**src/rtl/dds_wave_gen.sv**
```systemverilog
// DDS waveform generator: phase accumulator plus registered shaper.
// Optional amplitude scaling stage enabled by DDS_WAVE_AMP_EN.
module dds_wave_gen #(
    parameter int PHASE_W = 32,
    parameter int OUT_W   = 16,
    parameter int DUTY_W  = 8
) (
    input  logic               CLK,
    input  logic               RESET_N,
    input  logic               EN,
    input  logic [PHASE_W-1:0] FTW,
    input  logic               SYNC,
    input  logic [2:0]         FORM,
    input  logic [DUTY_W-1:0]  DUTY,
`ifdef DDS_WAVE_AMP_EN
    input  logic [OUT_W-1:0]   AMP,
`endif
    output logic [OUT_W-1:0]   WAVE,
    output logic               WAVE_VALID,
    output logic               WRAP,
    output logic [2:0]         FORM_ACT
);

    localparam logic [OUT_W-1:0]  MAX_V  = '1;
    localparam logic [OUT_W-1:0]  MID_V  = {1'b1, {(OUT_W-1){1'b0}}};
    localparam logic [DUTY_W-1:0] DUTY_R = {1'b1, {(DUTY_W-1){1'b0}}};

    logic [PHASE_W-1:0] acc;
    logic [DUTY_W-1:0]  duty_act;
    logic               en_q;
    logic [PHASE_W:0]   sum;
    logic               bnd;

    assign sum = {1'b0, acc} + {1'b0, FTW};
    assign bnd = SYNC | (EN & sum[PHASE_W]);

    // Form/duty are captured only on a boundary so mode switches stay glitch-free
    always_ff @(posedge CLK or negedge RESET_N) begin
        if (!RESET_N) begin
            acc      <= '0;
            WRAP     <= 1'b0;
            FORM_ACT <= 3'b000;
            duty_act <= DUTY_R;
            en_q     <= 1'b0;
        end else begin
            if (SYNC) begin
                acc <= '0;
            end else if (EN) begin
                acc <= sum[PHASE_W-1:0];
            end
            WRAP <= bnd;
            if (bnd) begin
                FORM_ACT <= FORM;
                duty_act <= DUTY;
            end
            en_q <= EN;
        end
    end

    logic [OUT_W-1:0]  p;
    logic [DUTY_W-1:0] d;
    logic [OUT_W-1:0]  t;
    logic [OUT_W-1:0]  shaped;

    assign p = acc[PHASE_W-1 -: OUT_W];
    assign d = acc[PHASE_W-1 -: DUTY_W];
    assign t = {p[OUT_W-2:0], 1'b0};

    always_comb begin
        shaped = MID_V;
        case (FORM_ACT)
            3'b000: shaped = p;
            3'b001: shaped = MAX_V - p;
            3'b010: shaped = p[OUT_W-1] ? (MAX_V - t) : t;
            3'b011: shaped = p[OUT_W-1] ? '0 : MAX_V;
            3'b100: shaped = (d < duty_act) ? MAX_V : '0;
            default: shaped = MID_V;
        endcase
    end

`ifdef DDS_WAVE_AMP_EN
    logic [OUT_W-1:0]   shaped_q;
    logic               en_q2;
    logic [2*OUT_W-1:0] prod;

    assign prod = shaped_q * AMP;

    always_ff @(posedge CLK or negedge RESET_N) begin
        if (!RESET_N) begin
            shaped_q   <= '0;
            en_q2      <= 1'b0;
            WAVE       <= '0;
            WAVE_VALID <= 1'b0;
        end else begin
            shaped_q   <= shaped;
            en_q2      <= en_q;
            WAVE       <= prod[2*OUT_W-1 -: OUT_W];
            WAVE_VALID <= en_q2;
        end
    end
`else
    always_ff @(posedge CLK or negedge RESET_N) begin
        if (!RESET_N) begin
            WAVE       <= '0;
            WAVE_VALID <= 1'b0;
        end else begin
            WAVE       <= shaped;
            WAVE_VALID <= en_q;
        end
    end
`endif

endmodule

```
**config.mk**
```make
export PLATFORM = sky130hd
export DESIGN_NAME = dds_wave_gen
export DESIGN_NICKNAME = d
export VERILOG_FILES = /design/src/rtl/dds_wave_gen.sv
export SDC_FILE = /design/constraint.sdc
export NUM_CORES = 1
export LEC_CHECK = 0
export ABC_AREA = 1
export BUFFER_PORTS_ARGS = -buffer_cell sky130_fd_sc_hd__buf_4
export CORE_MARGIN = 4
export CORE_UTILIZATION = 45
export DETAILED_ROUTE_END_ITERATION = 8
export PLACE_DENSITY = 0.69
export SETUP_SLACK_MARGIN = 0.05
export SLEW_MARGIN = 20
export SYNTH_ARGS = -nofsm -noshare
export SYNTH_HDL_FRONTEND = slang
export SYNTH_SLANG_ARGS = --single-unit
```
**constraint.sdc**
```tcl
create_clock -name CLK -period 2.87 [get_ports CLK]
set_input_delay 0 -clock CLK [delete_from_list [all_inputs] [get_ports CLK]]
set_output_delay 0 -clock CLK [all_outputs]
set_load 0.01 [all_outputs]
```
==> flow_summary.html <==
<table>
<tr><th>Metric</th><th>Value</th></tr>
<tr><th colspan="2">Setup path</th></tr>
<tr><td>Slowest cell on the critical path</td><td>sky130_fd_sc_hd__fa_1</td></tr>
<tr><td>Max incr delay on CP</td><td>about 0.38 ns</td></tr>
<tr><td>Setup Crit Path Kind</td><td>reg -&gt; reg</td></tr>
<tr><td>Data arrival time of the worst path</td><td>between 2 and 2.5 ns</td></tr>
<tr><td>FF-to-FF path depth</td><td>15</td></tr>
<tr><td>Critical path fanouts, max</td><td>12</td></tr>
<tr><td>Startpoint of the worst-slack reg-to-reg timing path</td><td>acc[0]</td></tr>
<tr><td>Required time of the worst setup path</td><td>3.10 ns</td></tr>
<tr><td>Crit path launch type</td><td>register</td></tr>
<tr><td>Type of element capturing the critical path</td><td>register</td></tr>
<tr><td>Kind of cell adding the most delay to the critical path</td><td>simple AND/OR/NAND/NOR gates</td></tr>
<tr><td>CP most frequent cell</td><td>sky130_fd_sc_hd__nand2_1</td></tr>
<tr><td>Critical path, cell by cell</td><td>ha_1, inv_1, fa_1, inv_1, nand2_1, nand2_1, nand3_1, nand2_2, nand2_2, nand2_4, nand3_4, nand2_4, nand2_4, nand2_1, nand2_1</td></tr>
<tr><td>Setup slack of the most critical reg-to-reg path</td><td>0.65 ns</td></tr>
<tr><td>Buffers &amp; Inverters on Critical Path</td><td>2</td></tr>
<tr><td>Terminus of the critical flop-to-flop path</td><td>FORM_ACT[2]</td></tr>
<tr><th colspan="2">Clocking</th></tr>
<tr><td>CTS tree</td><td>yes</td></tr>
<tr><td>Clock buffers created by TritonCTS</td><td>9</td></tr>
<tr><td>Clock slew at the register clock pins of the worst setup and hold paths</td><td>~0.06 ns</td></tr>
<tr><td>Clock latency on the worst-skew pair</td><td>~0.34 ns</td></tr>
<tr><td>Cell at the root of the clock tree</td><td>sky130_fd_sc_hd__clkbuf_16</td></tr>
<tr><td>Number of buffers on the longest clock path</td><td>2</td></tr>
<tr><td>Clk sinks</td><td>62</td></tr>
<tr><td>CTS H-Tree Depth</td><td>3</td></tr>
<tr><th colspan="2">Routing</th></tr>
<tr><td>First-pass detailed-route iteration total</td><td>6</td></tr>
<tr><td>Initial DRC count</td><td>316</td></tr>
<tr><td>Drt total wl</td><td>14,400 um</td></tr>
<tr><td>Via-per-instance ratio</td><td>4.91</td></tr>
<tr><td>Number of remaining DRC errors</td><td>0</td></tr>
<tr><td>Antenna Nets Post-Route</td><td>0</td></tr>
<tr><td>Routed via count</td><td>around 5,300</td></tr>
<tr><td>Routed wire per std cell</td><td>13.3 um</td></tr>
<tr><th colspan="2">Timing</th></tr>
<tr><td>Total setup violations reported at the end of the flow</td><td>0</td></tr>
<tr><td>Portion of the clock cycle consumed by the worst path in the final layout</td><td>about 77%</td></tr>
<tr><td>Max-slew violation total from the final report</td><td>0</td></tr>
<tr><td>Worst Tran Pin Value</td><td>around 0.82 ns</td></tr>
<tr><td>Setup slack of the critical path after layout</td><td>0.648 ns</td></tr>
<tr><td>Final Hold Violating Endpoints</td><td>0</td></tr>
<tr><td>Setup repair after global routing missed its margin</td><td>no</td></tr>
<tr><td>Maximum frequency from static timing analysis</td><td>~450 MHz</td></tr>
<tr><td>Max Clock Skew</td><td>0.0108 ns</td></tr>
<tr><td>Max-slew headroom</td><td>between 40 and 50%</td></tr>
<tr><td>Sum of negative setup slack</td><td>0 ns</td></tr>
<tr><td>Final hold slack</td><td>between 0.01 and 0.015 ns</td></tr>
<tr><td>Time the final worst path needs with I/O delays and setup</td><td>2.22 ns</td></tr>
<tr><th colspan="2">Synthesis</th></tr>
<tr><td>Syn Nets</td><td>945</td></tr>
<tr><td>Mapped Area</td><td>5360 sq um</td></tr>
<tr><td>Top flip-flop cell by instance count after synthesis</td><td>sky130_fd_sc_hd__dfrtp_1</td></tr>
<tr><td>Library cell with the largest summed area after synthesis</td><td>sky130_fd_sc_hd__dfrtp_1</td></tr>
<tr><td>Cells taking the most area after synthesis</td><td>sky130_fd_sc_hd__dfrtp_1 (28%), sky130_fd_sc_hd__nand2_1 (21%), sky130_fd_sc_hd__inv_1 (10%)</td></tr>
<tr><td>Number of flip-flops and latches in the synthesized netlist</td><td>62</td></tr>
<tr><td>Area share of the largest cell type after synthesis</td><td>28.5%</td></tr>
<tr><td>Number of distinct library cells after synthesis</td><td>37</td></tr>
<tr><td>Fraction of registers with async set/reset</td><td>100%</td></tr>
<tr><td>Post-Synthesis Cells</td><td>858</td></tr>
<tr><td>Post-synthesis area per instance</td><td>6.24 sq um</td></tr>
<tr><td>Sequential cell area fraction in the yosys report</td><td>29.0%</td></tr>
<tr><td>Number of warnings printed during yosys synthesis</td><td>0</td></tr>
<tr><td>Post-synth EDFFs</td><td>0</td></tr>
<tr><th colspan="2">Global routing</th></tr>
<tr><td>Pin count of the biggest net entering global routing</td><td>63</td></tr>
<tr><td>Number of global-route vias before repair</td><td>between 4,000 and 5,000</td></tr>
<tr><td>GRT overflow</td><td>0</td></tr>
<tr><td>Initial antenna violation count</td><td>0</td></tr>
<tr><td>First-pass GRT wire length</td><td>between 20,000 and 25,000 um</td></tr>
<tr><td>GRT Overall Usage</td><td>roughly 23%</td></tr>
<tr><th colspan="2">Cells and area</th></tr>
<tr><td>Antenna diode count</td><td>0</td></tr>
<tr><td>Post-layout instance count excluding filler cells</td><td>1,086</td></tr>
<tr><td>Layout Area Growth over Synthesis</td><td>20.0%</td></tr>
<tr><td>Fill cells</td><td>1,139</td></tr>
<tr><td>Share of layout cells above drive strength 1</td><td>14.0%</td></tr>
<tr><td>Final-stage net count</td><td>1,025</td></tr>
<tr><th colspan="2">Floorplan</th></tr>
<tr><td>I/O pin count</td><td>68</td></tr>
<tr><td>Die extent in x</td><td>117 um</td></tr>
<tr><td>Full die area</td><td>13,700 sq um</td></tr>
<tr><td>Placeable Area</td><td>11,500 sq um</td></tr>
<tr><td>Row count</td><td>39</td></tr>
<tr><td>Starting density of the core</td><td>between 40% and 50%</td></tr>
<tr><td>Die Ht</td><td>between 100 and 150 um</td></tr>
<tr><th colspan="2">Hold path</th></tr>
<tr><td>Hold path cells</td><td>3</td></tr>
<tr><td>Terminating pin of the worst hold path</td><td>acc[0]</td></tr>
<tr><td>Worst hold path type</td><td>in -&gt; reg</td></tr>
<tr><td>Beginning of the worst hold path</td><td>FTW[0]</td></tr>
<tr><th colspan="2">Placement</th></tr>
<tr><td>DPL Wire Length</td><td>between 10,000 and 15,000 um</td></tr>
<tr><td>Number of port buffers</td><td>67</td></tr>
<tr><td>Placement-stage worst setup slack</td><td>around 0.64 ns</td></tr>
<tr><td>Cell count after placement</td><td>1,056</td></tr>
<tr><td>Routability Congestion</td><td>0.940</td></tr>
<tr><th colspan="2">Power and ir drop</th></tr>
<tr><td>Worst vdd rail ir drop</td><td>0.420 mV</td></tr>
<tr><td>Power density of the placed cells</td><td>584 nW/um^2</td></tr>
<tr><td>Leakage power total</td><td>roughly 3.8 nW</td></tr>
<tr><th colspan="2">Job</th></tr>
<tr><td>Max-capacitance violation count</td><td>0</td></tr>
<tr><th colspan="2">Status</th></tr>
<tr><td>Status</td><td>completed</td></tr>
</table>
-- per-stage QoR --
stage,total power [mW],util (%),instance area (sq um)
2_1_floorplan,2.17,-,5360
3_3_place_gp,2.65,52.1,6000
3_5_place_dp,2.66,52.1,6000
4_1_cts,3.78,55.8,6430
5_1_grt,4.07,55.8,6430
6_report,3.76,55.8,6430
-- cells by family after synthesis --
kind of cell | count (synthesis) | synth area share (%)
simple gates | 485 | 38.8
buf+inv | 169 | 12.2
fa+ha+maj | 40 | 9.48
flops | 62 | 29.0
xor+xnor | 2 | 0.327
compound gates | 100 | 10.2
-- worst max path at each step --
stage | from | cells after the start | to
finish | acc[0] | 15 | FORM_ACT[2]
global route | acc[0] | 15 | duty_act[1]
CTS | acc[0] | 15 | FORM_ACT[2]
detailed placement | acc[0] | 15 | duty_act[6]
global placement | acc[0] | 15 | FORM_ACT[2]
floorplan | acc[0] | 16 | FORM_ACT[1]
-- sequential cells by signal, indices dropped and copies added (netlist names) --
signal	flops
acc	32
WAVE	16
duty_act	8
FORM_ACT	3
WAVE_VALID	1
WRAP	1
en_q	1
-- worst min-delay path, stage by stage --
cell and delay [ns]:
sky130_fd_sc_hd__buf_4 0.08, sky130_fd_sc_hd__ha_1 0.12, sky130_fd_sc_hd__a22o_1 0.12
-- placed cells by master (no fill, tap or decap), types with 2 or more instances in the layout --
cell / n
sky130_fd_sc_hd__a21oi_1: 46
sky130_fd_sc_hd__nand4_1: 2
sky130_fd_sc_hd__clkbuf_16: 9
sky130_fd_sc_hd__o32ai_1: 2
sky130_fd_sc_hd__dfrtp_1: 61
sky130_fd_sc_hd__nor2_4: 2
sky130_fd_sc_hd__nor3_1: 4
sky130_fd_sc_hd__xnor2_1: 2
sky130_fd_sc_hd__o21bai_1: 2
sky130_fd_sc_hd__nand3_1: 77
sky130_fd_sc_hd__inv_1: 144
sky130_fd_sc_hd__clkbuf_1: 3
sky130_fd_sc_hd__inv_2: 8
sky130_fd_sc_hd__o21ai_0: 37
sky130_fd_sc_hd__nand2_4: 3
sky130_fd_sc_hd__a21oi_2: 2
sky130_fd_sc_hd__dlygate4sd3_1: 14
sky130_fd_sc_hd__a32o_1: 2
sky130_fd_sc_hd__nor2_1: 60
sky130_fd_sc_hd__o22ai_1: 3
sky130_fd_sc_hd__nand2_2: 17
sky130_fd_sc_hd__or2_2: 9
sky130_fd_sc_hd__ha_1: 39
sky130_fd_sc_hd__nor3_4: 2
sky130_fd_sc_hd__nand2_1: 305
sky130_fd_sc_hd__buf_4: 72
-- synth_stat cells (all sizes together), types with 2 or more instances --
master	number
or2	9
nor2	63
buf	6
ha	39
clkbuf	11
nor3	7
dfrtp	61
a21oi	48
nand2	325
o21ai	38
nand4	2
nand3	78
xnor2	2
o21bai	2
o22ai	3
a32o	2
o32ai	2
inv	152
-- area by class of cell --
class | count | area, sq um | area share, %
clock inverter | 3 | 43.8 | 0.681
clock buffer | 13 | 250 | 3.89
inverter | 152 | 571 | 8.87
sequential | 62 | 1550 | 24.1
timing repair buffer | 86 | 681 | 10.6
tap | 143 | 179 | 2.78
multi-input combinational | 627 | 3150 | 49.0
-- power by group --
group          switching, mW  internal [mW]  leakage, nW
Clock                  0.387          0.696        0.144
Combinational          0.901          0.591         2.86
Sequential             0.120           1.06        0.791
Total                   1.41           2.35         3.80
-- routing by layer --
| layer | share of wire (%) | vias up | track usage (%) |
|---|---|---|---|
| li1 | - | 2834 | - |
| met1 | 48 | 2339 | 32.3 |
| met2 | 44 | 148 | 34.5 |
| met3 | 7.0 | 9 | 6.27 |
| met4 | 0.95 | 0 | 4.89 |
| met5 | 0 | - | 0 |
-- what timing repair did --
item,in CTS,in global routing
buffers inserted,0,0
resized for setup,0,0
hold buffers,14,0
hold endpoints to repair,74,0
Note: power is estimated with default switching activity, not from simulation.
